`src/rtl/fetch_pc_unit_pkg.sv`:
```
// Shared CPU constants and next-PC source encoding used by the fetch path.
package cpu_defs;

  localparam logic [31:0] PC_DEFAULT     = 32'h0000_3000;
  localparam logic [31:0] CPU_EXC_VECTOR = 32'h0000_4180;
  localparam logic [31:0] CPU_PC_LOW     = 32'h0000_3000;
  localparam logic [31:0] CPU_PC_HIGH    = 32'h0000_6FFC;

  typedef enum logic [2:0] {
    NPC_SEQ  = 3'd0,
    NPC_BR   = 3'd1,
    NPC_J    = 3'd2,
    NPC_JR   = 3'd3,
    NPC_EXC  = 3'd4,
    NPC_ERET = 3'd5,
    NPC_PEND = 3'd6,
    NPC_HOLD = 3'd7
  } npc_src_e;

endpackage

```
`src/rtl/fetch_pc_unit_npc_select.sv`:
```
// Combinational next-PC priority mux: exception > eret > stall > live redirect > buffered redirect > pc+4.
module npc_select
  import cpu_defs::*;
#(
  parameter int unsigned       WIDTH      = 32,
  parameter logic [WIDTH-1:0]  EXC_VECTOR = WIDTH'(CPU_EXC_VECTOR)
) (
  input  logic [WIDTH-1:0] pc,
  input  logic [WIDTH-1:0] pc_plus4,
  input  logic             stall,
  input  logic             br_taken,
  input  logic [WIDTH-1:0] br_target,
  input  logic             j_en,
  input  logic [WIDTH-1:0] j_target,
  input  logic             jr_en,
  input  logic [WIDTH-1:0] jr_target,
  input  logic             exc_req,
  input  logic             eret,
  input  logic [WIDTH-1:0] epc_in,
  input  logic             pend_valid,
  input  logic [WIDTH-1:0] pend_target,
  output logic [WIDTH-1:0] npc,
  output npc_src_e         src,
  output logic             rd_req,
  output logic [WIDTH-1:0] rd_tgt
);

  npc_src_e rd_src;

  always_comb begin
    rd_req = 1'b0;
    rd_tgt = '0;
    rd_src = NPC_SEQ;
    if (jr_en) begin
      rd_req = 1'b1;
      rd_tgt = jr_target;
      rd_src = NPC_JR;
    end else if (j_en) begin
      rd_req = 1'b1;
      rd_tgt = j_target;
      rd_src = NPC_J;
    end else if (br_taken) begin
      rd_req = 1'b1;
      rd_tgt = br_target;
      rd_src = NPC_BR;
    end
  end

  always_comb begin
    npc = pc_plus4;
    src = NPC_SEQ;
    if (exc_req) begin
      npc = EXC_VECTOR;
      src = NPC_EXC;
    end else if (eret) begin
      npc = epc_in;
      src = NPC_ERET;
    end else if (stall) begin
      npc = pc;
      src = NPC_HOLD;
    end else if (rd_req) begin
      npc = rd_tgt;
      src = rd_src;
    end else if (pend_valid) begin
      npc = pend_target;
      src = NPC_PEND;
    end
  end

endmodule

```
`src/rtl/fetch_pc_unit.sv`:
```
// Program-counter register with stall hold, buffered redirect and fetch-address legality flag.
module fetch_pc_unit
  import cpu_defs::*;
#(
  parameter int unsigned      WIDTH      = 32,
  parameter logic [WIDTH-1:0] RESET_PC   = WIDTH'(PC_DEFAULT),
  parameter logic [WIDTH-1:0] EXC_VECTOR = WIDTH'(CPU_EXC_VECTOR),
  parameter logic [WIDTH-1:0] PC_LOW     = WIDTH'(CPU_PC_LOW),
  parameter logic [WIDTH-1:0] PC_HIGH    = WIDTH'(CPU_PC_HIGH)
) (
  input  logic             clk,
  input  logic             reset,
  input  logic             stall,
  input  logic             br_taken,
  input  logic [WIDTH-1:0] br_target,
  input  logic             j_en,
  input  logic [WIDTH-1:0] j_target,
  input  logic             jr_en,
  input  logic [WIDTH-1:0] jr_target,
  input  logic             exc_req,
  input  logic             eret,
  input  logic [WIDTH-1:0] epc_in,
  output logic [WIDTH-1:0] pc,
  output logic [WIDTH-1:0] pc_plus4,
  output logic             fetch_exc,
  output logic             redirect_pending
);

  logic [WIDTH-1:0] pc_q, pc_d;
  logic             fetch_exc_q, fetch_exc_d;
  logic             pend_valid_q, pend_valid_d;
  logic [WIDTH-1:0] pend_target_q, pend_target_d;

  logic [WIDTH-1:0] npc;
  npc_src_e         src;
  logic             rd_req;
  logic [WIDTH-1:0] rd_tgt;

  assign pc_plus4 = pc_q + WIDTH'(4);

  npc_select #(
    .WIDTH      (WIDTH),
    .EXC_VECTOR (EXC_VECTOR)
  ) u_npc_select (
    .pc          (pc_q),
    .pc_plus4    (pc_plus4),
    .stall       (stall),
    .br_taken    (br_taken),
    .br_target   (br_target),
    .j_en        (j_en),
    .j_target    (j_target),
    .jr_en       (jr_en),
    .jr_target   (jr_target),
    .exc_req     (exc_req),
    .eret        (eret),
    .epc_in      (epc_in),
    .pend_valid  (pend_valid_q),
    .pend_target (pend_target_q),
    .npc         (npc),
    .src         (src),
    .rd_req      (rd_req),
    .rd_tgt      (rd_tgt)
  );

  // Legality is evaluated on the incoming PC so the flag always travels with the pc it describes.
  always_comb begin
    pc_d        = npc;
    fetch_exc_d = (npc[1:0] != 2'b00) || (npc < PC_LOW) || (npc > PC_HIGH);
  end

  always_comb begin
    pend_valid_d  = pend_valid_q;
    pend_target_d = pend_target_q;
    unique case (src)
      NPC_HOLD: begin
        if (rd_req) begin
          pend_valid_d  = 1'b1;
          pend_target_d = rd_tgt;
        end
      end
      NPC_SEQ: ;
      default: begin
        pend_valid_d  = 1'b0;
        pend_target_d = '0;
      end
    endcase
  end

  always_ff @(posedge clk or negedge reset) begin
    if (!reset) begin
      pc_q          <= RESET_PC;
      fetch_exc_q   <= 1'b0;
      pend_valid_q  <= 1'b0;
      pend_target_q <= '0;
    end else begin
      pc_q          <= pc_d;
      fetch_exc_q   <= fetch_exc_d;
      pend_valid_q  <= pend_valid_d;
      pend_target_q <= pend_target_d;
    end
  end

  assign pc               = pc_q;
  assign fetch_exc        = fetch_exc_q;
  assign redirect_pending = pend_valid_q;

endmodule

```
`config.mk`:
```
export PLATFORM = sky130hd
export DESIGN_NAME = fetch_pc_unit
export DESIGN_NICKNAME = d
export VERILOG_FILES = /design/src/rtl/fetch_pc_unit_pkg.sv /design/src/rtl/fetch_pc_unit_npc_select.sv /design/src/rtl/fetch_pc_unit.sv
export SDC_FILE = /design/constraint.sdc
export NUM_CORES = 1
export LEC_CHECK = 0
export ABC_AREA = 1
export CAP_MARGIN = 20
export CORE_ASPECT_RATIO = 1.4
export CORE_UTILIZATION = 60
export CTS_CLUSTER_SIZE = 12
export DETAILED_ROUTE_END_ITERATION = 10
export DONT_BUFFER_PORTS = 1
export PLACE_DENSITY_LB_ADDON = 0.12
export SYNTH_ARGS = -nofsm -noshare
export SYNTH_HDL_FRONTEND = slang
export SYNTH_HIERARCHICAL = 1
export SYNTH_SLANG_ARGS = --single-unit
```
`constraint.sdc`:
```
create_clock -name clk -period 2.1 [get_ports clk]
set_clock_uncertainty 0.05 [all_clocks]
set_input_delay 0.42 -clock clk [delete_from_list [all_inputs] [get_ports clk]]
set_output_delay 0.42 -clock clk [all_outputs]
set_load 0.01 [all_outputs]
```
==> results of run 1 <==
## per-stage QoR
stage	hold slack [ps]	power, mW	TNS, ps	area [um^2]
after global routing	140	4.39	-9410	7810
after detailed placement	75.9	2.38	-306	6680
after global placement	75.8	2.35	-285	6680
after CTS	137	4.12	-4120	7440
final	154	4.26	-6540	7810
after floorplan	74.4	2.07	-16.2	5970
## cell usage in the layout (no fill, tap or decap), drive strengths merged
cell type and n:
nand4 2, dfstp 2, dfrtp 64, xnor2 6, nand2 357, a21oi 123
clkbuf 13, xor2 9, inv 150, dlygate4sd3 1, bufinv 2, nand3b 5
o21ai 63, nand3 49, ha 1, or2 33, nor3 6, buf 141
nor2 64
## area by class of cell
| class | count | area (um^2) |
|---|---|---|
| Multi-Input combinational cell | 718 | 3800 |
| Fill cell | 653 | 1700 |
| Sequential cell | 66 | 1660 |
| Timing Repair Buffer | 142 | 1300 |
| Inverter | 150 | 576 |
| Clock buffer | 13 | 260 |
| Tap cell | 132 | 165 |
| Clock inverter | 2 | 60.1 |
## per-layer routing
metal  part of all wire, %  track usage [%]  up-vias
met5                     0                0        -
met3                    11             8.80      166
met4                   6.9             23.0        0
li1                      -                -     3223
met2                    48             72.4      607
met1                    33             48.0     3286
## timing repair
item / in CTS / in global routing
endpoints found under the setup margin: 27 / 74
endpoints found under the hold margin: 66 / 0
pin swaps: 30 / 53
gates cloned: 0 / 0
buffers inserted: 12 / 15
gates resized for setup: 75 / 77
hold buffers: 2 / 0
## power groups by stage
| stage | clock network, mW | registers, mW | logic [mW] |
|---|---|---|---|
| floorplan | 0 | 1.45 | 0.620 |
| global placement | 0 | 1.42 | 0.931 |
| detailed placement | 0 | 1.43 | 0.953 |
| global route | 1.70 | 1.42 | 1.27 |
| finish | 1.66 | 1.42 | 1.18 |
| CTS | 1.65 | 1.41 | 1.06 |
## cell usage after synthesis, types with 4 or more instances
cell type and n:
inv_1 146, nand2_1 350, or2_0 27, nand2_2 4, or2_2 4, clkbuf_1 13, nor2_2 6, nand3b_1 5
nor2_4 7, buf_4 8, xnor2_1 6, xor2_1 8, dfrtp_1 64, nand3_1 48, o21ai_0 56, buf_6 16
buf_2 16, a21oi_1 123, nor3_1 6, nor2_1 50, o21ai_1 7
## logic make-up (layout without fill, tap and decap cells)
family / after synthesis / after routing / share of synthesized area, %
DFF: 66 / 66 / 27.9
adders and majority gates: 1 / 1 / 0.211
and+or+nand+nor: 516 / 516 / 37.7
AOI/OAI and AO/OA: 186 / 186 / 15.7
buffers and inverters: 207 / 307 / 16.1
xor gates and xnor gates: 15 / 15 / 2.34
## flip-flops by register name, summed over array words and instances (netlist names)
| register | flops |
|---|---|
| fetch_exc | 1 |
| pc | 32 |
| pend_target_q | 32 |
| redirect_pending | 1 |
## worst max-delay path by stage
stage	cells after the start	slack (ps)	to	startpoint
floorplan	14	-20	fetch_exc	pc[2]
finish	17	-640	fetch_exc	pc[12]
detailed placement	18	-310	fetch_exc	pc[13]
CTS	9	-250	pc_plus4[24]	pc[13]
global route	17	-750	fetch_exc	pc[5]
global placement	18	-290	fetch_exc	pc[12]
==> summary.md, run 1 <==
| Metric | Value |
|---|---|
| Synthesized flop and latch total | 66 |
| Row count | 42 |
| Switching pwr | 1.34 mW |
| Fin crit share | 130% |
| Via-to-Cell Ratio | 5.95 |
| Final core utilization | 82.1% |
| CTS sink count | 66 |
| Syn nets | 1128 |
| Setup ws final | -639 ps |
| Mapped Cells | 991 |
| P_leak | 4.00 nW |
| Die W | 86.0 um |
| Pins Over Slew Limit | 0 |
| Wirelength per Cell | 19.0 um |
| CTS tree | yes |
| Diode count | 0 |
| Placed cells | 1183 |
| Area growth, synth to finish | 31.9% |
| Status | complete, but fails checks |
| Worst slew margin | 73.4% |
| H-tree depth | 3 |
| Ys Warns | 6 |
| Top cell by count, worst path | nand2_1 |
| Post-synth top area share | 27.0% |
| Share of cells above drive strength 1 | 25.4% |
| Worst vdd ir | 0.422 mV |
| R2r worst-path depth | 17 |
| Post-DP HPWL | 14.8 mm |
| CP Launch Type | flop |
| Final nets | 1224 |
| Initial antenna violation count | 0 |
| Drt drc | 0 |
| Sequential power share | 33.3% |
| Vias in the first global route | 6719 |
| Worst-Margin Slew | 395 ps |
| Failing checks | negative setup slack |
| Area contributors post-synth | dfrtp_1 27%, nand2_1 22%, a21oi_1 10% |
| Top achievable clock speed | 365 MHz |
| Post-route ant nets | 0 |
| Synth async-reset ratio | 100% |
| Reg clk slew, reported paths | 60 ps |
| Minimum clock period | 2740 ps |
| Worst path bufs/invs | 4 |
| First-pass GRT wire length | 33.2 mm |
| Initial detailed-routing violation count | 780 |
| Largest net degree at the start of global routing | 67 |
| Largest area contributor in the netlist | dfrtp_1 |
| Via count | 7282 |
| Placer Congestion | 0.976 |
| Req. time, crit path | 2330 ps |
| Pwr per Cell Area | 545 mW/mm^2 |
| Net Sw Frac | 31.4% |
| Number of synthesized flops with an enable pin | 0 |
| Crit Reg-Reg Endpoint | fetch_exc |
| Die Span Y | 120 um |
| Slowest CP cell | dfstp_2 |
| WHS Endpoint | pc[7] |
| Min-delay worst type | in -> reg |
| Worst path top cell family by delay | simple AND/OR/NAND/NOR gates |
| Hold Vio Cnt, Final | 0 |
| Starting density of the core | 62.3% |
| Hold depth | 2 |
| Final number of setup-violating endpoints | 29 |
| Worst Path Max Fanout | 3 |
| Sequential fraction of the synthesis area | 27.9% |
| CTS root buf | clkbuf_16 |
| Worst EP arrival | 2970 ps |
| Layout Cells excl Fill | 1223 |
| Clock power frac | 38.9% |
| Remaining Overflow, GRT | 0 |
| DIE AREA | 0.0103 mm^2 |
| First-pass DRT Iterations | 6 |
| Mapped cell area | 0.00593 mm^2 |
| Synth unique cells | 33 |
| Core region area | 0.00951 mm^2 |
| Crit. End Element | flop |
| Hold path start | exc_req |
| Max cap viols | 0 |
| Primary FF master, synth | dfrtp_1 |
| P_int | 2.92 mW |
| Combinational share of power | 27.8% |
| I/O Buffers | 0 |
| CP peak stage delay | 570 ps |
| GRT Resource Usage Total | 42.1% |
| I/O Pins | 202 |
| Clock buffer depth | 2 |
| Worst path cell trace | nand2_2 > nor2_4 > inv_1 > nor2_4 > buf_6 > xor2_2 > inv_1 > nand2_1 > nand2_1 > a21oi_1 > nand2_1 > a21oi_2 > buf_4 > nand3_1 > nand2_1 > nor2_1 > nand2_1 |
| Worst-skew pair later-pin latency | 340 ps |
| RSZ-0062 raised after global routing | yes |
| DP Worst Slack | -306 ps |
| FF-to-FF Start | pc[12] |
| TritonCTS Buffers | 9 |
| Flop2flop setup slack | -640 ps |
| Crit Path Category | reg -> reg |
| Syn Area/Cell | 5.98 um^2 |
| Routed WL | 23.2 mm |
No activity file was read; power rests on OpenSTA's default activity.
==> run 2: changes to the inputs <==
- CTS_BUF_LIST: default -> sky130_fd_sc_hd__clkbuf_4 sky130_fd_sc_hd__clkbuf_8
- GPL_TIMING_DRIVEN: default -> 0
==> summary.md, run 2 (synthesis gave the netlist of run 1 again) <==
| Metric | Value |
|---|---|
| Status | complete, but fails checks |
| Failing checks | negative setup slack |
| Max cap viols | 0 (unchanged) |
| CP peak stage delay | 730 ps (+160 ps) |
| Clock buffer depth | 2 (unchanged) |
| CTS sink count | 66 (unchanged) |
| DIE AREA | 0.0103 mm^2 (unchanged) |
| First-pass GRT wire length | 30.6 mm (-7.7%) |
| Worst path top cell family by delay | simple AND/OR/NAND/NOR gates |
| Final core utilization | 75.8% (-6.4 points) |
| Tot Pwr | 3.54 mW (-17%) |
| Via count | 6822 (-6.3%) |
| Worst-Margin Slew | 672 ps (+277 ps) |
| Worst-skew pair later-pin latency | 370 ps (+30 ps) |
| Routed WL | 21.3 mm (-8.4%) |
| Reg clk slew, reported paths | 80 ps (+20 ps) |
| Post-DP HPWL | 14.4 mm (-2.2%) |
| Setup ws final | -570 ps (+69.0 ps) |
| Crit. End Element | flop |
| Crit Reg-Reg Endpoint | fetch_exc |
| Minimum clock period | 2670 ps (-69.0 ps) |
| Via-to-Cell Ratio | 5.86 (-1.7%) |
| Commonest non-fill, non-tap cells in the layout | 322 x nand2_1, 135 x inv_1, 96 x a21oi_1 |
| Diode count | 0 (unchanged) |
| CTS tree | yes |
| I/O Buffers | 0 (unchanged) |
| TritonCTS Buffers | 9 (unchanged) |
| Commonest non-fill, non-tap cell in the layout | nand2_1 |
| GRT Resource Usage Total | 38.9% (-3.1 points) |
| P_leak | 3.51 nW (-12%) |
| Die W | 86.0 um (unchanged) |
| Top achievable clock speed | 375 MHz (+2.6%) |
| Fin crit share | 127% (-3.3 points) |
| Largest net degree at the start of global routing | 67 (unchanged) |
| Pwr per Cell Area | 491 mW/mm^2 (-9.9%) |
| Worst path cell trace | nand2_4 > nor2_4 > nand2_2 > nor2_8 > nand2_1 > nand2_1 > nand2_2 > inv_1 > nand2_1 > nand2_1 > a21oi_2 > nand2_1 > a21oi_2 > nor2_1 > nand4_1 > nor3_1 > nand2_1 |
| Die Span Y | 120 um (unchanged) |
| Flop2flop setup slack | -570 ps (+70 ps) |
| Initial detailed-routing violation count | 782 (+0.26%) |
| Pins Over Slew Limit | 0 (unchanged) |
| Core region area | 0.00951 mm^2 (unchanged) |
| Area growth, synth to finish | 21.6% |
| Hold depth | 2 (unchanged) |
| Vias in the first global route | 6063 (-9.8%) |
| Wirelength per Cell | 18.2 um (-3.8%) |
| Filler Cell Count | 743 (+14%) |
| R2r worst-path depth | 17 (unchanged) |
| Worst slew margin | 55.2% (-18 points) |
| Starting density of the core | 62.3% (unchanged) |
| Placer Congestion | 0.947 (-3.0%) |
| CTS root buf | clkbuf_8 |
| Initial antenna violation count | 0 (unchanged) |
| Row count | 42 (unchanged) |
| Hold path start | exc_req |
| Worst EP arrival | 2870 ps (-100 ps) |
| Share of cells above drive strength 1 | 23.6% (-1.8 points) |
| WHS | 106 ps (-47.9 ps) |
| Top cell by count, worst path | nand2_1 |
| Min-delay worst type | in -> reg |
| Post-route ant nets | 0 (unchanged) |
| First-pass DRT Iterations | 6 (unchanged) |
| Worst Path Max Fanout | 5 (+2) |
| Final nets | 1165 (-4.8%) |
| Crit Path Category | reg -> reg |
| Drt drc | 0 (unchanged) |
| Worst path bufs/invs | 1 (-3) |
| Hold Vio Cnt, Final | 0 (unchanged) |
| CP Launch Type | flop |
| Remaining Overflow, GRT | 0 (unchanged) |
| I/O Pins | 202 (unchanged) |
| WHS Endpoint | pc[7] |
| Slowest CP cell | dfstp_4 |
| Final number of setup-violating endpoints | 45 (+55%) |
| H-tree depth | 3 (unchanged) |
| RSZ-0062 raised after global routing | yes |
| Req. time, crit path | 2300 ps (-30 ps) |
| FF-to-FF Start | pc[13] |
| Worst vdd ir | 0.320 mV (-24%) |
-- run 2: changes by cell type in the layout (fill, tap and decap cells not counted), sizes merged --
cell	before	now
buf	141	70
clkbuf	13	24
clkinvlp	0	3
bufinv	2	0
clkinv	0	2
inv	150	149
-- run 2: repair_timing --
item	in CTS	in global routing
pin swaps	22	72
endpoints found under the hold margin	66	0
buffers inserted	7	18
hold buffers	2	0
endpoints found under the setup margin	83	83
gates resized for setup	84	105
-- run 2: worst max-delay path by stage --
stage,from,to,slack [ps],depth (start not counted)
floorplan,pc[2],fetch_exc,-20,14
global placement,pc[2],fetch_exc,-730,15
detailed placement,pc[2],fetch_exc,-750,15
CTS,pc[10],fetch_exc,-370,17
global route,pc[13],fetch_exc,-640,17
finish,pc[13],fetch_exc,-570,17
-- run 2: where the power goes --
group | switching (mW) | total, mW | internal [mW]
logic | 0.651 | 0.986 | 0.334
clock network | 0.535 | 1.06 | 0.521
registers | 0.155 | 1.50 | 1.34
-- run 2: metrics by stage --
step	std cells	setup TNS [ps]	area, um^2	worst slack [ps]
2_1_floorplan	991	-16.2	5970	-16.2
3_3_place_gp	1123	-8950	6140	-728
3_5_place_dp	1123	-10170	6140	-752
4_1_cts	1148	-5900	6740	-373
5_1_grt	1165	-10830	7210	-641
6_report	1165	-7970	7210	-570
-- run 2: metal layers --
layer / up-vias / global-route usage, % / share of wire, %
met5: - / 0 / 0
met4: 0 / 23.1 / 6.2
met3: 136 / 9.22 / 12
met2: 521 / 64.2 / 48
met1: 3026 / 45.5 / 34
li1: 3139 / - / -
-- run 2: final cells by class --
type / count / area [um^2] / share of cell area (%)
repair buffers: 27 / 274 / 3.80
clock inverters: 4 / 25.0 / 0.347
clock buffers: 12 / 165 / 2.29
flip-flops and latches: 66 / 1680 / 23.3
well taps: 132 / 165 / 2.29
plain buffers: 56 / 397 / 5.50
inverters: 150 / 579 / 8.04
multi-input cells: 718 / 3920 / 54.4
